## src/rtl/if_pkg.sv

```systemverilog
// Shared definitions for the instruction-fetch slice: FSM state encoding,
// datapath widths, PC step and the default reset PC.
package if_pkg;

  localparam int INST_W = 32;
  localparam int ADDR_W = 32;
  localparam logic [ADDR_W-1:0] PC_STEP = 32'd4;
  localparam logic [ADDR_W-1:0] DEF_RESET_PC = 32'h0000_0000;

  typedef enum logic [1:0] {
    S_BOOT = 2'd0,
    S_RUN  = 2'd1,
    S_HALT = 2'd2
  } if_state_e;

  // Redirect targets are forced onto a word boundary.
  function automatic logic [ADDR_W-1:0] align_pc(input logic [ADDR_W-1:0] a);
    return {a[ADDR_W-1:2], 2'b00};
  endfunction

endpackage

```

## src/rtl/fetch_buf.sv

```systemverilog
// Synchronous FIFO holding fetched {pc, inst} words for the decode stage.
// flush empties the buffer and overrides a simultaneous push.
// The head word reads as zero while the buffer is empty.
module fetch_buf #(
  parameter int DEPTH = 2,
  parameter int W     = 64
) (
  input  logic                       clk,
  input  logic                       rst,
  input  logic                       push_i,
  input  logic                       pop_i,
  input  logic                       flush_i,
  input  logic [W-1:0]               din_i,
  output logic [W-1:0]               dout_o,
  output logic                       full_o,
  output logic                       empty_o,
  output logic [$clog2(DEPTH):0]     count_o
);

  localparam int AW = $clog2(DEPTH);

  logic [W-1:0]  mem [DEPTH];
  logic [AW-1:0] rd_ptr;
  logic [AW-1:0] wr_ptr;
  logic [AW:0]   count;

  assign count_o = count;
  assign empty_o = (count == '0);
  assign full_o  = (count == (AW+1)'(DEPTH));
  assign dout_o  = empty_o ? '0 : mem[rd_ptr];

  // Pointer and occupancy update; flush wins over push and pop.
  always_ff @(posedge clk or posedge rst) begin
    if (rst) begin
      rd_ptr <= '0;
      wr_ptr <= '0;
      count  <= '0;
    end else if (flush_i) begin
      rd_ptr <= '0;
      wr_ptr <= '0;
      count  <= '0;
    end else begin
      if (push_i) wr_ptr <= wr_ptr + 1'b1;
      if (pop_i)  rd_ptr <= rd_ptr + 1'b1;
      count <= count + {{AW{1'b0}}, push_i} - {{AW{1'b0}}, pop_i};
    end
  end

  // Storage array; cleared on reset so the head never shows stale data.
  always_ff @(posedge clk or posedge rst) begin
    if (rst) begin
      for (int i = 0; i < DEPTH; i++) mem[i] <= '0;
    end else if (push_i && !flush_i) begin
      mem[wr_ptr] <= din_i;
    end
  end

endmodule

```

## src/rtl/if_fetch_ctrl.sv

```systemverilog
// Instruction-fetch sequencer: owns the PC, drives the ROM port and buffers
// fetched words for decode. Handles branch redirect and halt.
// Optional build macro FETCH_PERF_EN adds fetch/stall performance counters.
//
// Decode handshake: id_valid_o means the head {id_pc_o, id_inst_o} is stable
// and valid; the word transfers on a rising edge where id_valid_o and
// id_ready_i are both 1. id_valid_o never depends on id_ready_i.
module if_fetch_ctrl
  import if_pkg::*;
#(
  parameter logic [31:0] RESET_PC  = DEF_RESET_PC,
  parameter int          BUF_DEPTH = 2
) (
  input  logic        clk,
  input  logic        rst,
  output logic        rom_ce_o,
  output logic [31:0] rom_addr_o,
  input  logic [31:0] rom_inst_i,
  output logic        id_valid_o,
  input  logic        id_ready_i,
  output logic [31:0] id_pc_o,
  output logic [31:0] id_inst_o,
  input  logic        branch_flag_i,
  input  logic [31:0] branch_target_i,
  input  logic        halt_i
`ifdef FETCH_PERF_EN
  ,
  output logic [31:0] perf_fetch_cnt_o,
  output logic [31:0] perf_stall_cnt_o
`endif
);

  localparam int CW = $clog2(BUF_DEPTH) + 1;

  if_state_e         state_q;
  if_state_e         state_d;
  logic [ADDR_W-1:0] pc_q;
  logic [ADDR_W-1:0] pc_d;
  logic              fetch;
  logic              pop;
  logic              buf_full;
  logic              buf_empty;
  logic [CW-1:0]     buf_count;
  logic [63:0]       head;

  assign pop        = id_valid_o && id_ready_i;
  assign id_valid_o = !buf_empty;
  assign id_pc_o    = head[63:32];
  assign id_inst_o  = head[31:0];
  assign rom_addr_o = pc_q;
  assign rom_ce_o   = fetch;

  // State and PC registers.
  always_ff @(posedge clk or posedge rst) begin
    if (rst) begin
      state_q <= S_BOOT;
      pc_q    <= RESET_PC;
    end else begin
      state_q <= state_d;
      pc_q    <= pc_d;
    end
  end

  // Next state, fetch enable and next PC; a branch overrides the PC step.
  always_comb begin
    state_d = state_q;
    fetch   = 1'b0;
    pc_d    = pc_q;
    case (state_q)
      S_BOOT: state_d = halt_i ? S_HALT : S_RUN;
      S_RUN: begin
        fetch = !branch_flag_i &&
                ((buf_count < CW'(BUF_DEPTH)) || (buf_full && pop));
        if (halt_i) state_d = S_HALT;
      end
      S_HALT: if (!halt_i) state_d = S_RUN;
      default: state_d = S_BOOT;
    endcase
    if (branch_flag_i) pc_d = align_pc(branch_target_i);
    else if (fetch)    pc_d = pc_q + PC_STEP;
  end

  fetch_buf #(
    .DEPTH (BUF_DEPTH),
    .W     (64)
  ) u_buf (
    .clk     (clk),
    .rst     (rst),
    .push_i  (fetch),
    .pop_i   (pop),
    .flush_i (branch_flag_i),
    .din_i   ({pc_q, rom_inst_i}),
    .dout_o  (head),
    .full_o  (buf_full),
    .empty_o (buf_empty),
    .count_o (buf_count)
  );

`ifdef FETCH_PERF_EN
  logic [31:0] fetch_cnt;
  logic [31:0] stall_cnt;
  logic        full_stall;

  // A run cycle blocked only by a full, non-draining buffer.
  assign full_stall = (state_q == S_RUN) && !branch_flag_i && buf_full && !pop;
  assign perf_fetch_cnt_o = fetch_cnt;
  assign perf_stall_cnt_o = stall_cnt;

  // Free-running counters, wrapping modulo 2^32.
  always_ff @(posedge clk or posedge rst) begin
    if (rst) begin
      fetch_cnt <= '0;
      stall_cnt <= '0;
    end else begin
      if (fetch)      fetch_cnt <= fetch_cnt + 32'd1;
      if (full_stall) stall_cnt <= stall_cnt + 32'd1;
    end
  end
`endif

endmodule

```

## config.mk

```make
export PLATFORM = sky130hd
export DESIGN_NAME = if_fetch_ctrl
export DESIGN_NICKNAME = d
export VERILOG_FILES = /design/src/rtl/if_pkg.sv /design/src/rtl/fetch_buf.sv /design/src/rtl/if_fetch_ctrl.sv
export SDC_FILE = /design/constraint.sdc
export NUM_CORES = 1
export LEC_CHECK = 0
export ABC_AREA = 1
export ABC_CLOCK_PERIOD_IN_PS = 9550
export BUFFER_PORTS_ARGS = -buffer_cell sky130_fd_sc_hd__clkbuf_2
export CORE_MARGIN = 4
export CORE_UTILIZATION = 48
export CTS_CLUSTER_SIZE = 28
export DETAILED_ROUTE_END_ITERATION = 8
export GPL_TIMING_DRIVEN = 0
export HOLD_SLACK_MARGIN = 0.12
export PLACE_DENSITY = 0.72
export SLEW_MARGIN = 25
export SYNTH_ARGS = -nofsm -noshare
export SYNTH_HDL_FRONTEND = slang
export SYNTH_SLANG_ARGS = --single-unit
export TNS_END_PERCENT = 30
```

## constraint.sdc

```tcl
create_clock -name clk -period 9.55 [get_ports clk]
set_clock_uncertainty 0.1 [all_clocks]
set_input_delay 1.91 -clock clk [delete_from_list [all_inputs] [get_ports clk]]
set_output_delay 1.91 -clock clk [all_outputs]
set_load 0.05 [all_outputs]
```

==> results of run 1 <==
==> per-layer routing <==
| metal | vias to the layer above | GRT usage (%) |
|---|---|---|
| li1 | 3622 | - |
| met1 | 3408 | 34.40 |
| met2 | 261 | 38.19 |
| met3 | 29 | 4.404 |
| met4 | 0 | 6.607 |
| met5 | - | 0 |
==> cell usage in the layout, fill, tap and decap left out, drive strengths merged <==
cell type	synthesis	routed
nand2	391	391
clkbuf	28	205
dfrtp	160	160
o21ai	152	152
inv	96	100
a21oi	67	67
nand3	46	46
nor2	42	42
buf	29	30
clkinv	0	7
o211ai	4	4
conb	1	4
ha	3	3
clkinvlp	0	3
xnor2	2	2
xor2	2	2
nand4	2	2
and2	1	1
a21boi	1	1
o221ai	1	1
o22ai	1	1
==> registers in the layout (all words and copies together) (netlist names) <==
register / count
u_buf.count_o: 2
rom_addr_o: 30
state_q: 2
u_buf.mem: 124
u_buf.rd_ptr: 1
u_buf.wr_ptr: 1
==> stage by stage <==
stage / instance area (um^2) / std cells / hold slack, ns
after floorplan: 7883 / 1032 / 0.3300
after global placement: 8949 / 1407 / 0.3496
after detailed placement: 8984 / 1408 / 0.3532
after CTS: 9533 / 1440 / 0.3617
after global routing: 9533 / 1440 / 0.3979
final: 9533 / 1440 / 0.3575
==> power breakdown <==
part / internal (mW) / switching [mW]
registers: 0.915 / 0.140
clock network: 0.343 / 0.288
logic: 0.287 / 0.821
total: 1.54 / 1.25
==> final timing paths <==
check | depth (start not counted) | start | endpoint | slack [ns]
worst max-delay path | 8 | branch_flag_i | rom_ce_o | 4.45
worst min-delay path | 1 | state_q[0] | state_q[0] | 0.36
worst max register to register | 7 | u_buf.count_o[0] | u_buf.count_o[1] | 7.27
worst min register to register | 1 | state_q[0] | state_q[0] | 0.36
max in group asynchronous | 3 | rst | u_buf.mem[1] | 7.09
min in group asynchronous | 2 | rst | u_buf.mem[17] | 1.41
==> critical path, cell delays in order <==
cell,delay (ns)
buf_6,0.12
inv_4,0.07
nand2_1,0.06
nor2_2,0.12
nand2_4,0.12
inv_6,0.15
buf_4,0.23
clkbuf_2,0.31
==> logic make-up after synthesis <==
kind of cell	share of synthesized area, %
flops	50.87
fa+ha+maj	0.4769
compound gates	14.83
simple gates	24.16
other cells	0.04764
xor+xnor	0.4452
buf+inv	9.172
==> layout make-up <==
type / count / area [um^2] / share of cell area, %
Inverter: 96 / 375.4 / 3.938
Buffer: 57 / 354.1 / 3.714
Clock buffer: 18 / 439.2 / 4.607
Sequential cell: 160 / 4004 / 42.00
Timing Repair Buffer: 160 / 823.3 / 8.636
Tap cell: 216 / 270.3 / 2.835
Multi-Input combinational cell: 719 / 3157 / 33.11
Clock inverter: 14 / 110.1 / 1.155
==> impl_results.md, run 1 <==
* Status: finished clean
* Max_cap viols at 0
* Fraction of layout cells with a size suffix above 1 at 19.20%
* Period Utilization, post-route at 53.37%
* Die area at roughly 19000 um^2
* Number of port buffers at 159
* Total CTS buffers at 17
* Final nets at between 1000 and 1500
* Worst-path clk slew at roughly 0.070 ns
* Leak pwr at between 4 and 5 nW
* EDFF count, synth at 0
* Setup ws final at around 4.5 ns
* Area growth syn-to-layout at 21.11%
* Drc violations at 0
* PwrDens at 293.1 nW/um^2
* Tmin final at between 5 and 6 ns
* Worst-case clock buffer depth at 2
* Initial Utilization at between 40% and 50%
* Die width at around 140 um
* Final hold violations at 0
* Post-synthesis area per instance at roughly 7.6 um^2
* Top cell type by total area after synthesis: dfrtp_1
* Initial DRC Count at between 500 and 600
* Power after layout at around 2.8 mW
* WS Path Type: in2out
* Number of global-route vias before repair at 7147
* Cts hold-fix bufs at 0
* FFs w/ async S/R, synth at 100.0%
* TritonCTS clock tree: built
* Crit path DAT at between 3 and 4 ns
* Die Height at between 100 and 150 um
* M1 WL at 9866 um
* Antenna-violating nets left at 0
* Initial antenna violation count at 0
* Main synth FF type: dfrtp_1
* Cell with the most instances after synthesis: nand2_1
* Vias/cell at roughly 5.1
* Total wire length at between 20000 and 25000 um
* Gr ovfl total at 0
* Setup repair bufs after CTS at 0
* Register area share after synthesis at a little over 50%
* Critical Path RT at roughly 7.5 ns
* Fillers at about 1500
* Largest net degree at the start of global routing at 100
* Mapped Area at between 7000 and 8000 um^2
* Metal2 WL at 10020 um
* H-tree depth at 4
* Worst setup EP type: output port
* Top post-synthesis cells by area: dfrtp_1 (51%), nand2_1 (18%), o21ai_1 (6.7%)
* RSZ-0062 raised after global routing: no
* Post-DR wirelength/cell at around 15 um
* First-pass DRT Iterations at 5
* Antenna diodes at 0
* Clock sinks at between 150 and 200
* Cell variety after synth at 30
* Synth cell count leaders: nand2_1 (387), dfrtp_1 (160), o21ai_1 (106)
* Worst skew pair latency at between 0.4 and 0.5 ns
* Layout Utilization at about three fifths
* Peak Freq at about 200 MHz
* Final slew viol count at 0
* Clk root buf: clkbuf_16
* Syn. warnings at 0
* Top fanout value on the critical path at 11
* Slew headroom at 38.74%
* IO Pins at around 170
* DPL Wire Length at 15470 um
* CTS resizes at 0
* Startpoint Class: input port
* Via count at between 7000 and 8000
* Worst Tran Pin Value at 0.9155 ns
* Metal3 WL at roughly 1400 um
* Core area at ~16000 um^2
* Top routing layer used: met4
* Row cnt at 46
* GPL Wtd Cong at roughly 0.85
* DP Worst Slack at between 4 and 5 ns
* Maximum VDD drop at roughly 0.15 mV
* Total Routing Usage GR at approximately 24%
* Register bit total from synthesis at 160
* Worst hold path class: reg2reg
* First-pass GRT wire length at between 30000 and 40000 um
* Setup violators final at 0
* Setup TNS at 0 ns
* Synth top area share at just over 50%
* Gate Count Post-Synth at 1029
Note: power is estimated with default switching activity, not from simulation.
==> run 2: changes to the inputs <==
- ABC_AREA: 1 -> 0
- ABC_CLOCK_PERIOD_IN_PS: 9550 -> 4360
- PLACE_DENSITY: 0.72 -> 0.75
- clock period: 9.55 -> 4.36 ns (I/O delays scaled with it)
==> impl_results.md, run 2 <==
* Status: finished clean
* Register area share after synthesis at approximately 52%
* EDFF count, synth at 0
* Worst-case clock buffer depth at 2
* Fillers at around 1300
* Worst hold path class: reg2reg
* Final nets at approximately 930
* Fraction of layout cells with a size suffix above 1 at approximately two fifths
* Worst Tran Pin Value at ~0.9 ns
* Critical path buffers and inverters at 2
* Die Height at approximately 130 um
* First-pass DRT Iterations at 4
* Comb pwr share at between 40% and 50%
* Critical Path RT at 3.39 ns
* Cell variety after synth at 48
* Grt met2 use at 35.11%
* RSZ-0062 raised after global routing: no
* Setup repair bufs after CTS at 0
* Die area at around 18000 um^2
* CP dominant cell by count: nor2_1
* Sequential cell area at around 4000 um^2
* Maximum VDD drop at roughly 0.51 mV
* Final std cells w/o fill at ~1100
* TritonCTS clock tree: built
* Core area at between 15000 and 20000 um^2
* GPL Wtd Cong at 0.8559
* Setup TNS at 0 ns
* Max_cap viols at 0
* Internal power at roughly 3.8 mW
* IO Pins at approximately 170
* Final hold violations at 0
* Setup violators final at 0
* Mapped Area at around 7700 um^2
* Via count at 5888
* Period Utilization, post-route at 79.90%
* Total Routing Usage GR at between 20 and 25%
* Flop pwr share at approximately 36%
* Slew headroom at a little under two fifths
* CTS resizes at 0
* Sw Ratio at between 40% and 50%
* Worst skew pair latency at 0.42 ns
* H-tree depth at 4
* Leak pwr at 4.367 nW
* WS Path Type: reg2out
* Number of global-route vias before repair at approximately 6000
* Initial antenna violation count at 0
* Max FFs per register at ~120
* Cell with the most instances after synthesis: dfrtp_1
* Critical-path cell list: nor2_1, clkbuf_1, nor2_1, clkbuf_2
* P_sw at 2.778 mW
* Row cnt at 45
* Clock power frac at a little over a fifth
* Gr ovfl total at 0
* Clk root buf: clkbuf_16
* FFs w/ async S/R, synth at 100.0%
* Top cell type by total area after synthesis: dfrtp_1
* Post-Place Cells at around 1000
* PwrDens at 691.7 nW/um^2
* Crit path DAT at approximately 2.5 ns
* Area growth syn-to-layout at 23.32%
* Layout Utilization at a little over 60%
* Post-synthesis area per instance at roughly 11 um^2
* Worst-path clk slew at about 0.060 ns
* Synth top area share at around 52%
* Die width at roughly 130 um
* Global Route met1 Usage at between 30 and 40%
* Main synth FF type: dfrtp_1
* Syn. warnings at 0
* First-pass GRT wire length at between 30000 and 40000 um
* Largest reg by FF count: u_buf.mem
* Top fanout value on the critical path at 10
* Critical path's slowest cell: nor2_1
* Register bit total from synthesis at 160
* Post-DR wirelength/cell at 17.95 um
* Clock sinks at 160
* Met3 GRT Util at ~5.5%
* Gate Count Post-Synth at roughly 670
* GRT busiest layer: met2
* Total wire length at approximately 19000 um
* Worst setup EP type: output port
* Total CTS buffers at 17
* Cts hold-fix bufs at 0
* Synth cell count leaders: dfrtp_1 (160), mux2_2 (110), nor2_1 (77)
* Initial Utilization at ~50%
* Peak Freq at roughly 290 MHz
* Startpoint Class: register
* Largest net degree at the start of global routing at 31
* Tmin final at between 3 and 4 ns
* Antenna diodes at 0
* Crit path largest cell delay at ~0.71 ns
* DPL Wire Length at 14050 um
* Most frequent cells in the layout: clkbuf_2 (160), dfrtp_1 (160), mux2_2 (110)
* Final slew viol count at 0
* Initial DRC Count at roughly 340
* Vias/cell at between 5 and 6
* Antenna-violating nets left at 0
* Top post-synthesis cells by area: dfrtp_1 (52%), mux2_2 (16%), mux2i_1 (8.3%)
* Number of port buffers at 160
* Total area of multi-input combinational cells at 3435 um^2
* Drc violations at 0
* CP delay by family, top: buffers and inverters
[run 2: power groups by stage]
stage	Clock [mW]	Sequential, mW	Combinational, mW
global placement	0	2.34	2.74
finish	1.42	2.34	2.78
global route	1.52	2.41	3.00
detailed placement	0	2.37	2.81
CTS	1.44	2.34	2.82
floorplan	0	2.38	2.09
[run 2: cell families after synthesis]
family	share of synthesized area, %
xor+xnor	0.3423
simple gates	12.42
compound gates	5.639
mux	25.65
flops	52.15
buf+inv	3.259
fa+ha+maj	0.4890
other cells	0.04884
[run 2: path summary, 6_finish.rpt]
check / start / to / slack [ns] / depth (start not counted)
hold / removal: state_q[0] / state_q[0] / 0.35 / 1
min in group asynchronous: rst / u_buf.mem[65] / 0.38 / 2
setup / recovery: u_buf.count_o[1] / id_pc_o[12] / 0.88 / 4
hold reg to reg: state_q[0] / state_q[0] / 0.35 / 1
max in group asynchronous: rst / rom_addr_o[15] / 3.03 / 4
setup reg to reg: rom_addr_o[2] / rom_addr_o[28] / 2.02 / 6
[run 2: layer usage]
metal	routed length [um]	part of all wire [%]	up-vias
met5	0	0	-
met4	207	1.1	0
met3	1384	7.1	18
met2	9228	48	210
met1	8568	44	2902
li1	-	-	2758
[run 2: cell type report]
cell class / instances / share of cell area, %
clock buffer: 19 / 4.784
clock inverter: 13 / 1.216
timing repair buffer: 166 / 9.964
inverter: 13 / 0.5550
buffer: 44 / 2.128
sequential: 160 / 42.29
tap: 211 / 2.788
multi-input combinational: 454 / 36.28
[run 2: metrics by stage]
step | power, mW | instance area (um^2) | worst slack, ns | hold slack, ns
2_1_floorplan | 4.474 | 7692 | 1.359 | 0.3217
3_3_place_gp | 5.084 | 8757 | 0.3698 | 0.3380
3_5_place_dp | 5.172 | 8900 | 0.9440 | 0.3454
4_1_cts | 6.601 | 9468 | 0.7964 | 0.3527
5_1_grt | 6.934 | 9468 | 0.6690 | 0.3766
6_report | 6.548 | 9468 | 0.8764 | 0.3496
